[src/rtl/xx6812_decoder_pkg.sv]
// Shared constants and types for the xx6812 receive path.
// The tick constants match the encoder so both ends agree on timing.
package xx6812_decoder_pkg;

    localparam int T0H             = 5;
    localparam int T1H             = 10;
    localparam int T_BIT           = 15;
    localparam int DEF_RESET_TICKS = 600;
    localparam int DEF_ONE_THRESH  = 8;
    localparam int DEF_MIN_HIGH    = 2;
    localparam int DEF_MAX_HIGH    = 20;
    localparam int DEF_INDEX_WIDTH = 10;

    localparam int PIXEL_W = 24;
    localparam int HIGH_CW = 5;
    localparam int LOW_CW  = 10;
    localparam int BIT_CW  = 5;

    typedef enum logic [1:0] {
        ST_RESYNC = 2'd0,
        ST_LOW    = 2'd1,
        ST_HIGH   = 2'd2
    } state_e;

endpackage

[src/rtl/xx6812_decoder_if.sv]
// Serial input and decoded pixel outputs of the xx6812 decoder.
// The decoder uses the slave modport.
interface xx6812_decoder_if
    import xx6812_decoder_pkg::*;
#(
    parameter int INDEX_WIDTH = DEF_INDEX_WIDTH
) ();

    logic                   led_data_in;
    logic [PIXEL_W-1:0]     pixel_data;
    logic                   pixel_valid;
    logic [INDEX_WIDTH-1:0] pixel_index;
    logic                   frame_end;
    logic                   protocol_error;

    modport master (
        output led_data_in,
        input  pixel_data, pixel_valid, pixel_index, frame_end, protocol_error
    );

    modport slave (
        input  led_data_in,
        output pixel_data, pixel_valid, pixel_index, frame_end, protocol_error
    );

endinterface

[src/rtl/xx6812_decoder_din_synchronizer.sv]
// Two-flop synchronizer for the LED data line plus a delayed copy
// used to derive single-cycle rise/fall strobes.
module xx6812_decoder_din_synchronizer (
    input  logic clk,
    input  logic rst_n,
    input  logic din,
    output logic din_s,
    output logic rise,
    output logic fall
);

    logic meta_q, meta_d;
    logic sync_q, sync_d;
    logic prev_q, prev_d;

    always_comb begin
        meta_d = din;
        sync_d = meta_q;
        prev_d = sync_q;
    end

    always_ff @(posedge clk) begin
        if (!rst_n) begin
            meta_q <= 1'b0;
            sync_q <= 1'b0;
            prev_q <= 1'b0;
        end else begin
            meta_q <= meta_d;
            sync_q <= sync_d;
            prev_q <= prev_d;
        end
    end

    assign din_s = sync_q;
    assign rise  = sync_q & ~prev_q;
    assign fall  = ~sync_q & prev_q;

endmodule

[src/rtl/xx6812_decoder.sv]
// xx6812 line decoder: classifies high pulses into bits, assembles 24-bit
// pixels MSB-first and detects the low reset gap that closes a frame.
//
//  state  | meaning
//  RESYNC | lost or not yet locked; waiting for a full low gap
//  LOW    | line low between bits; watching for the next rise or a gap
//  HIGH   | measuring a high pulse; its width decides the bit value
module xx6812_decoder
    import xx6812_decoder_pkg::*;
#(
    parameter int INDEX_WIDTH   = DEF_INDEX_WIDTH,
    parameter int ONE_THRESHOLD = DEF_ONE_THRESH,
    parameter int MIN_HIGH      = DEF_MIN_HIGH,
    parameter int MAX_HIGH      = DEF_MAX_HIGH,
    parameter int RESET_TICKS   = DEF_RESET_TICKS
) (
    input  logic          clock_12mhz,
    input  logic          reset_n,
    xx6812_decoder_if.slave bus
);

    localparam logic [LOW_CW-1:0]  GAP      = LOW_CW'(RESET_TICKS);
    localparam logic [HIGH_CW-1:0] ONE_TH   = HIGH_CW'(ONE_THRESHOLD);
    localparam logic [HIGH_CW-1:0] MIN_H    = HIGH_CW'(MIN_HIGH);
    localparam logic [HIGH_CW-1:0] MAX_H    = HIGH_CW'(MAX_HIGH);
    localparam logic [BIT_CW-1:0]  LAST_BIT = BIT_CW'(PIXEL_W - 1);

    logic din_s, rise, fall;

    xx6812_decoder_din_synchronizer u_sync (
        .clk   (clock_12mhz),
        .rst_n (reset_n),
        .din   (bus.led_data_in),
        .din_s (din_s),
        .rise  (rise),
        .fall  (fall)
    );

    state_e                 state_q, state_d;
    logic [HIGH_CW-1:0]     high_cnt_q, high_cnt_d;
    logic [LOW_CW-1:0]      low_cnt_q, low_cnt_d;
    logic [BIT_CW-1:0]      bit_cnt_q, bit_cnt_d;
    logic [PIXEL_W-1:0]     shift_q, shift_d;
    logic [PIXEL_W-1:0]     pixel_data_q, pixel_data_d;
    logic [INDEX_WIDTH-1:0] idx_q, idx_d;
    logic [INDEX_WIDTH-1:0] pixel_index_q, pixel_index_d;
    logic                   bits_seen_q, bits_seen_d;
    logic                   pixel_valid_q, pixel_valid_d;
    logic                   frame_end_q, frame_end_d;
    logic                   protocol_error_q, protocol_error_d;

    logic [HIGH_CW-1:0] high_inc;
    logic [LOW_CW-1:0]  low_inc;
    logic [PIXEL_W-1:0] new_word;

    always_comb begin
        state_d          = state_q;
        high_cnt_d       = high_cnt_q;
        low_cnt_d        = low_cnt_q;
        bit_cnt_d        = bit_cnt_q;
        shift_d          = shift_q;
        pixel_data_d     = pixel_data_q;
        idx_d            = idx_q;
        pixel_index_d    = pixel_index_q;
        bits_seen_d      = bits_seen_q;
        pixel_valid_d    = 1'b0;
        frame_end_d      = 1'b0;
        protocol_error_d = 1'b0;

        high_inc = (high_cnt_q == '1) ? high_cnt_q : high_cnt_q + 1'b1;
        low_inc  = (low_cnt_q >= GAP) ? GAP : low_cnt_q + 1'b1;
        new_word = {shift_q[PIXEL_W-2:0], (high_cnt_q >= ONE_TH)};

        unique case (state_q)
            ST_RESYNC: begin
                if (din_s) begin
                    low_cnt_d = '0;
                end else begin
                    low_cnt_d = low_inc;
                    if (low_inc == GAP) begin
                        state_d     = ST_LOW;
                        bit_cnt_d   = '0;
                        idx_d       = '0;
                        bits_seen_d = 1'b0;
                    end
                end
            end

            ST_LOW: begin
                low_cnt_d = low_inc;
                // Gap fires once on the tick the counter saturates.
                if (low_inc == GAP && low_cnt_q != GAP) begin
                    frame_end_d      = bits_seen_q;
                    protocol_error_d = (bit_cnt_q != '0);
                    bit_cnt_d        = '0;
                    idx_d            = '0;
                    bits_seen_d      = 1'b0;
                end
                if (rise) begin
                    state_d    = ST_HIGH;
                    high_cnt_d = HIGH_CW'(1);
                end
            end

            ST_HIGH: begin
                if (fall) begin
                    if (high_cnt_q < MIN_H) begin
                        protocol_error_d = 1'b1;
                        state_d          = ST_RESYNC;
                        low_cnt_d        = '0;
                    end else begin
                        shift_d     = new_word;
                        bits_seen_d = 1'b1;
                        low_cnt_d   = '0;
                        state_d     = ST_LOW;
                        if (bit_cnt_q == LAST_BIT) begin
                            pixel_data_d  = new_word;
                            pixel_valid_d = 1'b1;
                            pixel_index_d = idx_q;
                            idx_d         = idx_q + 1'b1;
                            bit_cnt_d     = '0;
                        end else begin
                            bit_cnt_d = bit_cnt_q + 1'b1;
                        end
                    end
                end else begin
                    high_cnt_d = high_inc;
                    if (high_inc > MAX_H) begin
                        protocol_error_d = 1'b1;
                        state_d          = ST_RESYNC;
                        low_cnt_d        = '0;
                    end
                end
            end

            default: state_d = ST_RESYNC;
        endcase
    end

    always_ff @(posedge clock_12mhz) begin
        if (!reset_n) begin
            state_q          <= ST_RESYNC;
            high_cnt_q       <= '0;
            low_cnt_q        <= '0;
            bit_cnt_q        <= '0;
            shift_q          <= '0;
            pixel_data_q     <= '0;
            idx_q            <= '0;
            pixel_index_q    <= '0;
            bits_seen_q      <= 1'b0;
            pixel_valid_q    <= 1'b0;
            frame_end_q      <= 1'b0;
            protocol_error_q <= 1'b0;
        end else begin
            state_q          <= state_d;
            high_cnt_q       <= high_cnt_d;
            low_cnt_q        <= low_cnt_d;
            bit_cnt_q        <= bit_cnt_d;
            shift_q          <= shift_d;
            pixel_data_q     <= pixel_data_d;
            idx_q            <= idx_d;
            pixel_index_q    <= pixel_index_d;
            bits_seen_q      <= bits_seen_d;
            pixel_valid_q    <= pixel_valid_d;
            frame_end_q      <= frame_end_d;
            protocol_error_q <= protocol_error_d;
        end
    end

    assign bus.pixel_data     = pixel_data_q;
    assign bus.pixel_valid    = pixel_valid_q;
    assign bus.pixel_index    = pixel_index_q;
    assign bus.frame_end      = frame_end_q;
    assign bus.protocol_error = protocol_error_q;

endmodule

[src/flat_wrapper.sv]
// flat-port wrapper written by rule: the top's interface ports become plain ports
module xx6812_decoder_flat import xx6812_decoder_pkg::*;
#(
    parameter int INDEX_WIDTH   = DEF_INDEX_WIDTH,
    parameter int ONE_THRESHOLD = DEF_ONE_THRESH,
    parameter int MIN_HIGH      = DEF_MIN_HIGH,
    parameter int MAX_HIGH      = DEF_MAX_HIGH,
    parameter int RESET_TICKS   = DEF_RESET_TICKS
)
  (clock_12mhz, reset_n, bus_led_data_in, bus_pixel_data, bus_pixel_valid, bus_pixel_index, bus_frame_end, bus_protocol_error);
  xx6812_decoder_if #(.INDEX_WIDTH(INDEX_WIDTH)) bus_i ();
  input  logic clock_12mhz;
  input  logic reset_n;
  input wire logic [$bits(bus_i.led_data_in)-1:0] bus_led_data_in;
  output wire logic [$bits(bus_i.pixel_data)-1:0] bus_pixel_data;
  output wire logic [$bits(bus_i.pixel_valid)-1:0] bus_pixel_valid;
  output wire logic [$bits(bus_i.pixel_index)-1:0] bus_pixel_index;
  output wire logic [$bits(bus_i.frame_end)-1:0] bus_frame_end;
  output wire logic [$bits(bus_i.protocol_error)-1:0] bus_protocol_error;
  assign bus_i.led_data_in = bus_led_data_in;
  assign bus_pixel_data = bus_i.pixel_data;
  assign bus_pixel_valid = bus_i.pixel_valid;
  assign bus_pixel_index = bus_i.pixel_index;
  assign bus_frame_end = bus_i.frame_end;
  assign bus_protocol_error = bus_i.protocol_error;
  xx6812_decoder #(.INDEX_WIDTH(INDEX_WIDTH), .ONE_THRESHOLD(ONE_THRESHOLD), .MIN_HIGH(MIN_HIGH), .MAX_HIGH(MAX_HIGH), .RESET_TICKS(RESET_TICKS)) u_core (.clock_12mhz(clock_12mhz), .reset_n(reset_n), .bus(bus_i));
endmodule
[config.mk]
export PLATFORM = sky130hd
export DESIGN_NAME = xx6812_decoder_flat
export DESIGN_NICKNAME = d
export VERILOG_FILES = /design/src/rtl/xx6812_decoder_pkg.sv /design/src/rtl/xx6812_decoder_if.sv /design/src/rtl/xx6812_decoder_din_synchronizer.sv /design/src/rtl/xx6812_decoder.sv /design/src/flat_wrapper.sv
export SDC_FILE = /design/constraint.sdc
export NUM_CORES = 1
export LEC_CHECK = 0
export CAP_MARGIN = 20
export CORE_MARGIN = 5
export CORE_UTILIZATION = 50
export DETAILED_ROUTE_END_ITERATION = 16
export PLACE_DENSITY_LB_ADDON = 0.2
export SLEW_MARGIN = 20
export SYNTH_ARGS = -nofsm -noshare
export SYNTH_HDL_FRONTEND = slang
export SYNTH_SLANG_ARGS = --single-unit
export TNS_END_PERCENT = 10
[constraint.sdc]
create_clock -name clock_12mhz -period 2.95 [get_ports clock_12mhz]
set_input_delay 0.295 -clock clock_12mhz [delete_from_list [all_inputs] [get_ports clock_12mhz]]
set_output_delay 0.295 -clock clock_12mhz [all_outputs]
set_load 0.01 [all_outputs]
==> out/results.ini <==
[power_and_ir_drop]
pwr-share-seq=0.568
pwr-share-clk=0.345
p_int_uw=1700
worst_ir_drop_vdd_mv=0.283
power_density_nw_per_um2=460
p_sw_frac=0.269
combPwrFrac=0.088
netSwitchingPower_uw=628
power_leakage_uw=0.00172

[setup_path]
cp.required_ps=3260
worstPathArrival_ps=3060
r2r_cells=8
worst_setup_path_end_kind=flip-flop
crit_type=flip-flop to flip-flop
setup.worst_path.start_class=flip-flop
cp_max_fo=8

[cells_and_area]
fin_util=0.590
fillCellCount=816
layout.area.seq_um2=1920
drive_gt1_frac=0.0939
fin_nets=594
antenna_cells=0
syn_to_final_growth_pct=16.3
final_area_um2=5070
multiInputGateArea_um2=2280

[sta]
fin_skew_ps=11.2
slew_viol_final=0
fin_crit_ps=2760
fin_crit_sh=0.934
fin_ws_ps=193
setup_viol_count_final=0
rsz0062_at_grt=no
tightest_slew_ps=510
hold_viol_final=0
relSlewSlack=0.651
fin_setup_tns_ps=0
max_clock_freq_mhz=363

[placed_design]
port_buffers=39
place_congestion=0.951
dp_slack_ps=98.5
dp_hpwl_um=6740
placed_area_um2=4880

[yosys]
ys_ff_latch=96
syn_avg_cell_area_um2=7.96
yosysSeqAreaShare=0.441
yosys_warnings=0
syn-num-nets=560
synthArstFlopShare=0
synth_ff_type=dfxtp_1
yosysUniqueCellTypes=62
synth_edf_count=0
synth_cells=547
synth_area_um2=4360

[clocking]
cts.clk_slew.worst_paths_ps=100
cts_tree=built
root_buffer=clkbuf_8
cts_buffer_depth=2
clock_sinks=96
insertion_delay_ps=360
cts_max_level=3
cts_setup_buffers=0
cts_inserted_buffers=9

[drt]
ant_nets=0
drc_errors=0
wl_met3_um=373
routed.top_layer=met4
wl_met2_um=4590
dr_total_vias=3916
drt-total-wl_um=9850
wl_met1_um=4780
detail_route.wl_per_cell_um=14.2
drtIter0Drc=125
first_pass_iters=4
routed_via_density=5.64

[global_route]
grt_max_degree=41
grt-ovfl-total=0
grt_use_total=0.195
antenna_found_initial=0
grt_pass1_wl_um=17000
grt_pass1_vias=3612

[outcome]
status=finished, final reports clean

[worst_hold_path]
whs_path_depth=2
holdCritPathClass=flip-flop to flip-flop

[die]
floorplan.initialDensity=0.507
die_x_um=103
io_pins=40
core_region_area_um2=8590
die_h_um=103
dieArea_um2=10700
rows=34

[flow_run]
maxCapViolCount=0

flip-flops by register name, summed over array words and instances (netlist names), 2 cells and up:
name	count
u_core.bus.pixel_data	24
u_core.bus.pixel_index	10
u_core.bit_cnt_q	5
u_core.idx_q	10
u_core.state_q	2
u_core.low_cnt_q	10
u_core.high_cnt_q	5
u_core.shift_q	23
power by group through the flow:
stage,clock network (uW),logic (uW),registers [uW]
finish,803,204,1320
global route,891,226,1330
CTS,830,201,1320
detailed placement,0,200,1350
global placement,0,196,1350
floorplan,0,149,1350
critical path: stages, from the launching register on:
cell and delay, ps:
dfxtp_1 440, and4_1 360, nand2_2 90, a2111o_1 500, o31ai_2 360, a21boi_2 200
buf_4 200, nor3_1 340, a31o_2 210
synth_stat cells, drive strengths merged, types with 2 or more instances:
master / count / area [um2]
mux2: 3 / 33.8
ha: 10 / 125
a21oi: 76 / 380
o311ai: 4 / 35.0
nand2: 153 / 577
nor2b: 10 / 62.6
o21a: 4 / 30.0
buf: 5 / 26.3
nand3: 14 / 70.1
a31oi: 5 / 31.3
or2: 3 / 18.8
nor3: 9 / 45.0
o2111a: 2 / 22.5
a22oi: 3 / 22.5
o22ai: 6 / 37.5
nand3b: 4 / 30.0
a31o: 4 / 35.0
clkbuf: 27 / 101
a2111oi: 4 / 35.0
and3: 6 / 37.5
nand4b: 2 / 17.5
nor2: 24 / 90.1
o41ai: 4 / 61.3
nor4: 3 / 18.8
a41oi: 4 / 35.0
nor3b: 2 / 15.0
nand2b: 4 / 25.0
nand4: 5 / 61.3
inv: 11 / 41.3
and2: 2 / 12.5
o221a: 4 / 45.0
o21ai: 11 / 55.1
o31ai: 3 / 27.5
a21boi: 3 / 22.5
a21o: 2 / 15.0
dfxtp: 96 / 1920
area by class of cell:
| cell class | count | area share |
|---|---|---|
| Multi-Input combinational cell | 408 | 0.450 |
| Sequential cell | 96 | 0.379 |
| Timing Repair Buffer | 55 | 0.101 |
| Tap cell | 108 | 0.0267 |
| Clock buffer | 10 | 0.0252 |
| Clock inverter | 6 | 0.0104 |
| Inverter | 11 | 0.00815 |
repair_timing:
action                                  CTS  global route
endpoints found under the setup margin    0             8
hold buffers                              0             0
resized for setup                         0             3
metrics by stage:
step	hold slack (ps)	cells	total power, uW
6_report	437	694	2330
5_1_grt	477	694	2440
4_1_cts	442	694	2350
3_5_place_dp	428	678	1550
3_3_place_gp	424	678	1550
2_1_floorplan	410	547	1500
worst paths after layout:
kind | from | end | slack, ps
setup reg to reg | u_core.low_cnt_q[3] | u_core.idx_q[8] | 190
hold reg to reg | u_core.bits_seen_q | u_core.bus.frame_end | 440
setup / recovery | u_core.low_cnt_q[3] | u_core.idx_q[8] | 190
hold / removal | u_core.bits_seen_q | u_core.bus.frame_end | 440
cell usage in the layout (no fill, tap or decap), types with 4 or more instances in the layout:
cell	n
nand3b_1	4
clkbuf_8	9
o21a_1	4
nor2_1	23
a21oi_1	76
nand3_1	14
o221a_2	4
o22ai_1	6
nand2_1	152
a31oi_1	5
o21ai_0	10
inv_1	10
dfxtp_1	96
clkdlybuf4s50_1	39
nand2b_1	4
nor2b_1	10
and3_1	6
nor3_1	9
a41oi_1	4
buf_4	16
o311ai_1	4
ha_1	10
logic make-up after synthesis:
family | share of synthesized area
compound gates | 0.222
fa+ha+maj | 0.0287
buf+inv | 0.0388
flops | 0.441
mux | 0.0101
simple gates | 0.260
layer usage:
layer  vias up  global-route usage
met1      1837               0.269
met5         -                   0
li1       1988                   -
met2        78               0.314
met4         0              0.0458
met3        13              0.0409
No activity file was read; power rests on OpenSTA's default activity.
